[src/rtl/pkt_deframer_pkg.sv]
// Shared state encoding, sync pattern and counter widths for the pkt_deframer
// serial front end and any future receivers that reuse sync_detect.
package pkt_deframer_pkg;

    typedef enum logic [1:0] {
        HUNT    = 2'd0,
        COLLECT = 2'd1,
        DONE    = 2'd2
    } state_t;

    localparam int          SYNC_W_DEF    = 16;
    localparam logic [15:0] SYNC_WORD_DEF = 16'hA5C3;
    localparam int          PKT_W_DEF     = 64;
    localparam int          TIMEOUT_DEF   = 255;

    // Wide enough for a trailing parity bit index as well as the payload count.
    localparam int BIT_CNT_W  = $clog2(PKT_W_DEF + 1);
    localparam int IDLE_CNT_W = $clog2(TIMEOUT_DEF + 1);

endpackage

[src/rtl/pkt_deframer_sync_detect.sv]
// Sliding sync-word window: shifts valid bits in LSB-first and flags when the
// window including the bit currently presented equals the sync pattern.
module sync_detect
    import pkt_deframer_pkg::*;
#(
    parameter int              SYNC_W    = SYNC_W_DEF,
    parameter logic [SYNC_W-1:0] SYNC_WORD = SYNC_WORD_DEF
) (
    input  logic clk1,
    input  logic rst_n,
    input  logic bit_in,
    input  logic shift_en,
    input  logic clear,
    output logic match
);

    logic [SYNC_W-1:0] window;
    logic [SYNC_W-1:0] next_window;

    assign next_window = {window[SYNC_W-2:0], bit_in};
    assign match       = shift_en && (next_window == SYNC_WORD);

    always_ff @(posedge clk1 or negedge rst_n) begin
        if (!rst_n) begin
            window <= '0;
        end else if (clear) begin
            window <= '0;
        end else if (shift_en) begin
            window <= next_window;
        end
    end

endmodule

[src/rtl/pkt_deframer.sv]
// Sync-word hunter and 64-bit MSB-first payload deserialiser feeding the SPI CDC.
// Define PKT_PARITY_EN to require a trailing even-parity bit after the payload.
module pkt_deframer
    import pkt_deframer_pkg::*;
#(
    parameter int                SYNC_W    = SYNC_W_DEF,
    parameter logic [SYNC_W-1:0] SYNC_WORD = SYNC_WORD_DEF,
    parameter int                PKT_W     = PKT_W_DEF,
    parameter int                TIMEOUT   = TIMEOUT_DEF
) (
    input  logic             clk1,
    input  logic             rst_n,
    input  logic             bit_in,
    input  logic             bit_valid,
    output logic [PKT_W-1:0] shift_buf,
    output logic             pkt_rec,
    output logic             sync_lock,
    output logic             frame_err
);

`ifdef PKT_PARITY_EN
    localparam int FRAME_BITS = PKT_W + 1;
    localparam int SHADOW_W   = PKT_W;
`else
    // Without parity the final payload bit goes straight to shift_buf, so the
    // shadow only ever needs to hold the first PKT_W-1 bits.
    localparam int FRAME_BITS = PKT_W;
    localparam int SHADOW_W   = PKT_W - 1;
`endif

    localparam logic [BIT_CNT_W-1:0]  LAST_BIT = BIT_CNT_W'(FRAME_BITS - 1);
    localparam logic [IDLE_CNT_W-1:0] IDLE_MAX = IDLE_CNT_W'(TIMEOUT);

    state_t                state;
    logic [SHADOW_W-1:0]   shadow;
    logic [BIT_CNT_W-1:0]  bit_cnt;
    logic [IDLE_CNT_W-1:0] idle_cnt;
    logic [IDLE_CNT_W-1:0] idle_next;
    logic                  sync_match;
    logic                  hunt_shift;
    logic                  timeout_hit;
    logic                  window_clear;

    assign idle_next    = (idle_cnt == IDLE_MAX) ? idle_cnt : idle_cnt + 1'b1;
    assign timeout_hit  = (state == COLLECT) && !bit_valid && (idle_next == IDLE_MAX);
    assign hunt_shift   = bit_valid && (state == HUNT);
    assign window_clear = (state == DONE) || timeout_hit;

    sync_detect #(
        .SYNC_W    (SYNC_W),
        .SYNC_WORD (SYNC_WORD)
    ) u_sync_detect (
        .clk1     (clk1),
        .rst_n    (rst_n),
        .bit_in   (bit_in),
        .shift_en (hunt_shift),
        .clear    (window_clear),
        .match    (sync_match)
    );

    // shift_buf is written only on a good frame so the CDC always sees a settled word.
    always_ff @(posedge clk1 or negedge rst_n) begin
        if (!rst_n) begin
            state     <= HUNT;
            shadow    <= '0;
            bit_cnt   <= '0;
            idle_cnt  <= '0;
            shift_buf <= '0;
            pkt_rec   <= 1'b0;
            sync_lock <= 1'b0;
            frame_err <= 1'b0;
        end else begin
            pkt_rec   <= 1'b0;
            frame_err <= 1'b0;
            unique case (state)
                HUNT: begin
                    bit_cnt  <= '0;
                    idle_cnt <= '0;
                    if (sync_match) begin
                        state     <= COLLECT;
                        sync_lock <= 1'b1;
                    end
                end
                COLLECT: begin
                    if (bit_valid) begin
                        idle_cnt <= '0;
                        bit_cnt  <= bit_cnt + 1'b1;
                        if (bit_cnt == LAST_BIT) begin
                            state     <= DONE;
                            sync_lock <= 1'b0;
`ifdef PKT_PARITY_EN
                            if ((^shadow) == bit_in) begin
                                shift_buf <= shadow;
                                pkt_rec   <= 1'b1;
                            end else begin
                                frame_err <= 1'b1;
                            end
`else
                            shift_buf <= {shadow, bit_in};
                            pkt_rec   <= 1'b1;
`endif
                        end else begin
                            shadow <= {shadow[SHADOW_W-2:0], bit_in};
                        end
                    end else if (timeout_hit) begin
                        state     <= HUNT;
                        sync_lock <= 1'b0;
                        frame_err <= 1'b1;
                        idle_cnt  <= idle_next;
                    end else begin
                        idle_cnt <= idle_next;
                    end
                end
                DONE: begin
                    state <= HUNT;
                end
                default: begin
                    state     <= HUNT;
                    sync_lock <= 1'b0;
                end
            endcase
        end
    end

endmodule

[config.mk]
export PLATFORM = sky130hd
export DESIGN_NAME = pkt_deframer
export DESIGN_NICKNAME = d
export VERILOG_FILES = /design/src/rtl/pkt_deframer_pkg.sv /design/src/rtl/pkt_deframer_sync_detect.sv /design/src/rtl/pkt_deframer.sv
export SDC_FILE = /design/constraint.sdc
export NUM_CORES = 1
export LEC_CHECK = 0
export CORE_AREA = 5 5 115 117
export DETAILED_ROUTE_END_ITERATION = 12
export DIE_AREA = 0 0 120 122
export PLACE_DENSITY = 0.74
export RECOVER_POWER = 100
export SLEW_MARGIN = 20
export SYNTH_ARGS = -nofsm -noshare
export SYNTH_HDL_FRONTEND = slang
export SYNTH_SLANG_ARGS = --single-unit
[constraint.sdc]
create_clock -name clk1 -period 7 [get_ports clk1]
set_clock_uncertainty 0.2 [all_clocks]
set_input_delay 1.4 -clock clk1 [delete_from_list [all_inputs] [get_ports clk1]]
set_output_delay 1.4 -clock clk1 [all_outputs]
set_load 0.01 [all_outputs]
==> flow_summary.toml, run 1 <==
[sta]
drv_slew = 49
slew_headroom_pct = -67.5
final.setup.tns_ns = 0
setup_viol_count_final = 0
post-route-min-period_ns = 5.23
rsz0062_at_grt = "false"
fin_crit_sh_pct = 74.8
max_slew.worst_pin.slew_ns = 2.50
fmax_ghz = 0.191
hold_viol = 0

[critical_path]
slowest_delay_ns = 1.85
critPathKind = "input port to register"
start_kind = "input port"
cp_top_family = "simple AND/OR/NAND/NOR gates"
cp_slowest_cell = "nor2_1"
crit_chain = "dlygate4sd3_1 -> nand2_1 -> nor2_1 -> buf_4 -> mux2_2"
cp.arrival_ns = 5.33
path_buf_inv = 2
crit_required_ns = 7.09
cp-end-kind = "register"
crit_fanout = 35

[detailed_routing]
drt_iter0_markers = 246
dr.pass1.iters = 4
wl_per_cell_microns = 16.4
drc = 0
routed_wl_microns = 11400
viasPerCell = 5.57
ant_nets = 0
vias = 3873

[clocking]
cts.clk_slew.worst_paths_ns = 0.06
cts_sinks = 162
cts_repair_resize_count = 0
cts_tree = "done"
cts_max_path_buffers = 2
clockRootBuffer = "clkbuf_16"
cts_setup_buffers = 0
insertion_delay_ns = 0.41
cts_buffers = 17
ctsHtreeMaxLevel = 4
cts_hold_buf = 0

[placement]
place_hpwl_microns = 7250
io_buffers = 70
place.gp.congestion = 0.814

[global_route]
grt_max_degree = 98
antenna_found_initial = 0
grt_overflow = 0
grtUsageTotal_pct = 16.9
grt_pass1_vias = 3983
grt_pass1_wl_microns = 19600

[status]
outcome = "finished, violations left"
violations = "max-capacitance violations, max-slew violations"

[logic_synthesis]
synthesis.area_sq_mm = 0.00649
synth_edf_count = 0
yosysWarnings = 0
syn-num-nets = 474
synth_compound_area_share_pct = 5.76
seq_area_frac_synth_pct = 62.4
yosys.area_share.simple_pct = 7.01
syn_area_per_cell_sq_um = 13.9
synth_seq_cells = 162
ys.flop_type = "dfrtp_1"
syn_inst = 468
synth_top_family_by_area = "multiplexers"
synthMuxAreaShare_pct = 22.0
synth_adder_area_share_pct = 0.385
synth-xor-area-share_pct = 0.135
ys_types = 39
ys_async_sr_fraction_pct = 100

[pwr]
p_leak_uw = 0.00398
power_density_mw_per_mm2 = 240
power_uw = 1870
ir_drop_v = 0.000231

[floorplanning]
rows = 41
die_height_microns = 122
boundaryPins = 71
core_area_sq_mm = 0.0123
start_util_pct = 53.0
die-area_sq_mm = 0.0146
dieWidth_microns = 120

[layout]
areaGrowthSynthToFinish_pct = 20.4
diodes = 0
nNetsFinal = 541
fillers = 892
drive_gt1_share_pct = 29.2

[hold_path]
min_path_type = "register to register"

[run]
max_cap_violations = 2
==> path summary, 6_finish.rpt <==
path / from / endpoint / slack, ns / cells after the start
worst max register to register: state[1] / shift_buf[23] / 2.57 / 5
worst min register to register: bit_cnt[6] / bit_cnt[6] / 0.29 / 1
worst min-delay path: bit_cnt[6] / bit_cnt[6] / 0.29 / 1
worst max-delay path: bit_valid / shift_buf[23] / 1.77 / 5
max in group asynchronous: rst_n / shift_buf[21] / 4.34 / 2
min in group asynchronous: rst_n / idle_cnt[0] / 0.85 / 1
==> cell families after synthesis <==
| group | Yosys count |
|---|---|
| AOI/OAI and AO/OA | 58 |
| and+or+nand+nor | 89 |
| buffers and inverters | 29 |
| xor gates and xnor gates | 1 |
| muxes | 127 |
| adders and majority gates | 2 |
| DFF | 162 |
==> registers in the layout, summed over array words and instances, names as in the netlist <==
name / flops
frame_err: 1
state: 2
bit_cnt: 7
pkt_rec: 1
shadow: 63
shift_buf: 64
u_sync_detect.window: 15
idle_cnt: 8
sync_lock: 1
==> worst reg2reg max path: stages, from the launching register on <==
cell,delay (ns)
dfrtp_1,0.60
nor2b_1,0.43
nand2_1,0.15
nor2_1,1.85
buf_4,0.68
mux2_2,0.41
==> area by class of cell <==
type,instances,area (sq um),share of cell area [%]
clock buffer,23,468,5.98
clock inverter,6,82.6,1.06
inverter,4,15.0,0.192
multi-input combinational,277,2290,29.3
sequential,162,4050,51.8
tap,150,188,2.40
timing repair buffer,73,721,9.22
==> layer usage <==
| layer | part of all wire [%] | vias to the layer above | track usage [%] |
|---|---|---|---|
| met2 | 49 | 77 | 26.6 |
| met1 | 44 | 1961 | 21.5 |
| met5 | 0 | - | 0 |
| met4 | 1.7 | 0 | 6.87 |
| li1 | - | 1818 | - |
| met3 | 5.5 | 17 | 5.90 |
==> where the power goes <==
part           internal, uW  total (uW)  switching (uW)
logic                  13.3        43.1            29.8
clock network           536         870             335
registers               950         961            11.1
total                  1500        1870             375
==> cell usage after synthesis, drive strengths merged (3+ instances only) <==
cell type  number  area share, %
nand4b          3           0.40
nor2b           6           0.58
a31oi           4           0.39
nor2           32            1.8
nor3            3           0.23
mux2          127             22
a22oi          14            1.6
nand3          10           0.77
o21ai          13            1.0
or3             3           0.29
a21oi          12           0.92
nor4            3           0.52
nand4           4           0.39
o31ai           4           0.46
dfrtp         162             62
buf            17            1.5
inv             4           0.23
a21o            4           0.46
nand2          15           0.87
clkbuf          8           0.48
nand2b          3           0.29
==> cell usage in the layout, fill, tap and decap left out, types with 5 or more instances in the layout <==
cell type and n:
a21oi_1 12, a22oi_1 14, clkbuf_1 5, clkbuf_16 17, dfrtp_1 162, dlygate4sd3_1 68
mux2_2 127, nand2_1 15, nand3_1 9, nor2_1 32, nor2b_1 6, o21ai_0 13
==> per-stage QoR <==
stage	utilization (%)	hold slack, ns	worst slack (ns)	cells	instance area, sq um
2_1_floorplan	-	0.252	4.30	468	6490
3_3_place_gp	59.5	0.281	2.63	666	7290
3_5_place_dp	59.5	0.280	2.59	666	7290
4_1_cts	64.0	0.293	3.04	695	7850
5_1_grt	63.8	0.313	1.42	695	7820
6_report	63.8	0.291	1.77	695	7820
No activity file was read; power rests on OpenSTA's default activity.
==> inputs of run 2 (changes only) <==
Clock period 7 ns to 5.42 ns, I/O delays scaled along.
==> flow_summary.toml, run 2 (synthesis results as in run 1) <==
[clocking]
insertion_delay_ns = 0.42
cts_sinks = 162
cts_max_path_buffers = 2
cts_hold_buf = 0
cts.clk_slew.worst_paths_ns = 0.06
clockRootBuffer = "clkbuf_16"
cts_buffers = 17
cts_setup_buffers = 0
cts_tree = "done"
ctsHtreeMaxLevel = 4
cts_repair_resize_count = 0

[sta]
fin_crit_sh_pct = 71.6
post-route-min-period_ns = 3.88
hold_viol = 0
setup_viol_count_final = 0
final.setup.tns_ns = 0
rsz0062_at_grt = "false"
slew_headroom_pct = -104
fmax_ghz = 0.258
max_slew.worst_pin.slew_ns = 3.07
drv_slew = 257

[critical_path]
cp-end-kind = "register"
start_kind = "input port"
cp.arrival_ns = 3.97
crit_fanout = 64
critPathKind = "input port to register"
crit_required_ns = 5.51

[floorplanning]
die-area_sq_mm = 0.0146
boundaryPins = 71
start_util_pct = 53.0
dieWidth_microns = 120
core_area_sq_mm = 0.0123
rows = 41
die_height_microns = 122

[layout]
most-common-layout-cells = "dfrtp_1, mux2_2, dlygate4sd3_1, nor2_1, clkbuf_16"
largest_registers = "shift_buf x64, shadow x63, u_sync_detect.window x15"
final_cells = 698
fin_util_pct = 64.0
regMostFlops = "shift_buf"
nNetsFinal = 542
diodes = 0
final_common_cell = "dfrtp_1"
largest_reg_flops = 64
stdcell_area_sq_mm = 0.00785
drive_gt1_share_pct = 29.7
areaGrowthSynthToFinish_pct = 20.9

[placement]
place_area_sq_mm = 0.00730
place.gp.congestion = 0.811
placed_cells = 667
place_hpwl_microns = 7320
io_buffers = 70

[pwr]
p_int_uw = 1940
power_density_mw_per_mm2 = 312
ir_drop_v = 0.000163
power_uw = 2450
p_seq_share_pct = 50.6
comb_power_share_pct = 2.3
p_switching_uw = 508
p_leak_uw = 0.00400
clockPowerShare_pct = 47.2
netSwitchingFraction_pct = 20.7

[detailed_routing]
drc = 0
drt_iter0_markers = 299
vias = 3908
ant_nets = 0
routed_wl_microns = 11700
wl_per_cell_microns = 16.8
dr.pass1.iters = 5
viasPerCell = 5.60

[global_route]
grtUsageTotal_pct = 17.1
grt_pass1_wl_microns = 19800
antenna_found_initial = 0
grt_max_degree = 126
grt_pass1_vias = 4058
grt_overflow = 0

[status]
outcome = "finished, violations left"
violations = "max-capacitance violations, max-slew violations"

[hold_path]
min_path_type = "register to register"

[run]
max_cap_violations = 3
-- run 2: cell count changes in the layout (fill, tap and decap cells not counted), moves of 2 or more --
| cell | delta |
|---|---|
| clkinvlp_4 | +2 |
| clkinv_4 | +2 |
| clkinv_2 | -2 |
| clkbuf_2 | +2 |
-- run 2: worst max-delay path: stages --
cell	delay (ns)
dlygate4sd3_1	0.80
nand3_2	1.29
mux2_2	0.76
-- run 2: path summary, 6_finish.rpt --
check | startpoint | to | slack (ns) | depth (start not counted)
worst max-delay path | bit_valid | shadow[32] | 1.54 | 3
worst min-delay path | shift_buf[39] | shift_buf[39] | 0.30 | 1
worst max register to register | state[1] | shadow[32] | 2.07 | 3
worst min register to register | shift_buf[39] | shift_buf[39] | 0.30 | 1
max in group asynchronous | rst_n | shift_buf[31] | 1.78 | 2
min in group asynchronous | rst_n | idle_cnt[4] | 1.41 | 1
-- run 2: power by group through the flow --
| stage | logic, uW | registers, uW | clock network [uW] |
|---|---|---|---|
| after CTS | 58.5 | 1240 | 1180 |
| after global routing | 65.2 | 1240 | 1240 |
| after global placement | 55.8 | 1260 | 0 |
| after floorplan | 26.2 | 1260 | 0 |
| final | 55.2 | 1240 | 1160 |
| after detailed placement | 58.4 | 1260 | 0 |
-- run 2: final cells by class --
class,instances,area [sq um]
clock buffer,23,468
fill,924,4410
tap,150,188
clock inverter,8,105
inverter,4,15.0
multi-input combinational,277,2310
sequential,162,4050
timing repair buffer,74,716
-- run 2: per-layer routing --
| layer | part of all wire [%] | wire [microns] | vias up | GRT usage, % |
|---|---|---|---|---|
| met3 | 5.0 | 583 | 24 | 5.29 |
| met1 | 45 | 5310 | 1986 | 21.8 |
| met2 | 48 | 5590 | 80 | 26.9 |
| met4 | 2.0 | 231 | 0 | 8.16 |
| li1 | - | - | 1818 | - |
| met5 | 0 | 0 | - | 0 |
-- run 2: stage by stage --
stage          hold WS [ns]  setup slack [ns]
2_1_floorplan         0.252              3.03
3_3_place_gp          0.279              1.86
3_5_place_dp          0.290              1.80
4_1_cts               0.304              2.25
5_1_grt               0.311              1.15
6_report              0.299              1.54
==> variant, RTL diff (config.mk and constraints of run 2) <==
Change the package constant `TIMEOUT_DEF` from 255 to 510.
--- a/src/rtl/pkt_deframer_pkg.sv
+++ b/src/rtl/pkt_deframer_pkg.sv
@@ -11,7 +11,7 @@
     localparam int          SYNC_W_DEF    = 16;
     localparam logic [15:0] SYNC_WORD_DEF = 16'hA5C3;
     localparam int          PKT_W_DEF     = 64;
-    localparam int          TIMEOUT_DEF   = 255;
+    localparam int          TIMEOUT_DEF   = 510;
 
     // Wide enough for a trailing parity bit index as well as the payload count.
     localparam int BIT_CNT_W  = $clog2(PKT_W_DEF + 1);
Formal check against the unedited RTL: same outputs for any inputs over 10 cycles, from zero or initial values and one cycle with rst_n low; that may be too few to reach the edited logic, so the function may still have changed.
==> variant against run 2 <==
The flow still finishes with violations (max-capacitance violations, max-slew violations). Total power is 2.6% lower. Via count shrank 1.8%. Area after synthesis increased by 0.50%. Count of clock-buffer cells in the layout down 1. Final area is 0.46% lower. Setup slack worse by 0.23 ns. Wire length is 2.4% lower. Sequential cell count is 1 higher. Critical path type unchanged.
==> variant: results (changes against run 2) <==
| Quantity | Value | Unit | vs run 2 |
|---|---|---|---|
| Share of cells above drive strength 1 | 23.09 | % | -6.7 points |
| Worst slew margin relative to its limit | -53.58 | % | +51 points |
| Placement-stage worst setup slack | 1.620 | ns | -0.1824 ns |
| Run status | complete, but fails checks | - |  |
| CP max FO | 66 | - | +3.1% |
| Delay of the slowest cell on the worst path | 1.23 | ns | -0.06 ns |
| Finished Layout Cells | 687 | - | -1.6% |
| Global-route wire length before repair | 19.77 | mm | -0.21% |
| Max-cap violation count | 4 | - | +1 |
| DR WL/cell | 16.64 | um | -0.84% |
| GR Util met1 | 21.21 | % | -0.59 points |
| Most area-consuming cells after synthesis | sky130_fd_sc_hd__dfrtp_1, sky130_fd_sc_hd__mux2_2, sky130_fd_sc_hd__mux2_1, sky130_fd_sc_hd__nor2_1, sky130_fd_sc_hd__a22oi_1 | - |  |
| Sequential-to-total area share from yosys stat | 62.50 | % | +0.072 points |
| # fillers | 916 | - | -0.87% |
| Switching Power | 0.0004975 | W | -2.1% |
| Pin count of the biggest net entering global routing | 99 | - | -21% |
| Violated checks | max-capacitance violations, max-slew violations | - |  |
| Part of the power in registers | 52.2 | % | +1.6 points |
| Cell with the largest stage delay on the worst path | sky130_fd_sc_hd__clkbuf_2 | - |  |
| Worst reg-to-reg path cell count | 5 | - | +2 |
| Number of pins exceeding their max-slew limit in the final report | 233 | - | -9.3% |
| Pleak | 4.083 | nW | +2.1% |
| Wire length the detailed router placed on met1 | 4.852 | mm | -8.6% |
| Final critical path time including I/O delays and setup | 4.111 | ns | +0.2320 ns |
| Average cell area after synthesis | 14.38 | um^2 | +3.6% |
| Placed instance count | 656 | - | -1.6% |
| Net count of the finished layout | 532 | - | -1.8% |
| Global routing met2 resource utilization | 27.96 | % | +1.1 points |
| Met3 routed WL | 601 | um | +3.1% |
| Number of global-route vias before repair | 3,974 | - | -2.1% |
| Endpoint of the worst setup timing path | shift_buf[59]$_DFFE_PN0P_ | - |  |
| Startpoint of the lowest-slack hold path | bit_cnt[5]$_DFFE_PN0P_ | - |  |
| Post-route worst hold slack | 0.2741 | ns | -0.02484 ns |
| Detailed-route via count | 3,838 | - | -1.8% |
| Global-route usage over all layers | 17.23 | % | +0.12 points |
-- variant: changes by cell type after synthesis, sizes merged, moves of 3 or more --
cell and change:
clkbuf -4, a21o -3, nand3 -8, and2 +3, or3 -3, nor2b -3
nor2 -5, or2 +3, and3 +3
-- variant: layout make-up --
type / count / share of cell area, %
sequential: 163 / 52.19
multi-input combinational: 265 / 29.15
timing repair buffer: 75 / 9.254
clock buffer: 22 / 5.812
tap: 150 / 2.402
clock inverter: 9 / 1.041
inverter: 3 / 0.1441
-- variant: kinds of logic after synthesis --
logic type      Yosys count  share of synthesized area (%)
buf+inv                  26                          2.703
flops                   163                          62.50
compound gates           55                          5.407
simple gates             78                          6.595
mux                     129                          22.22
fa+ha+maj                 3                         0.5752
-- variant: worst max-delay path, delay by kind of cell --
family,cells,cell delay [ns]
multiplexers,1,0.45
buffers and inverters,2,1.87
AND/OR/NAND/NOR,3,0.74
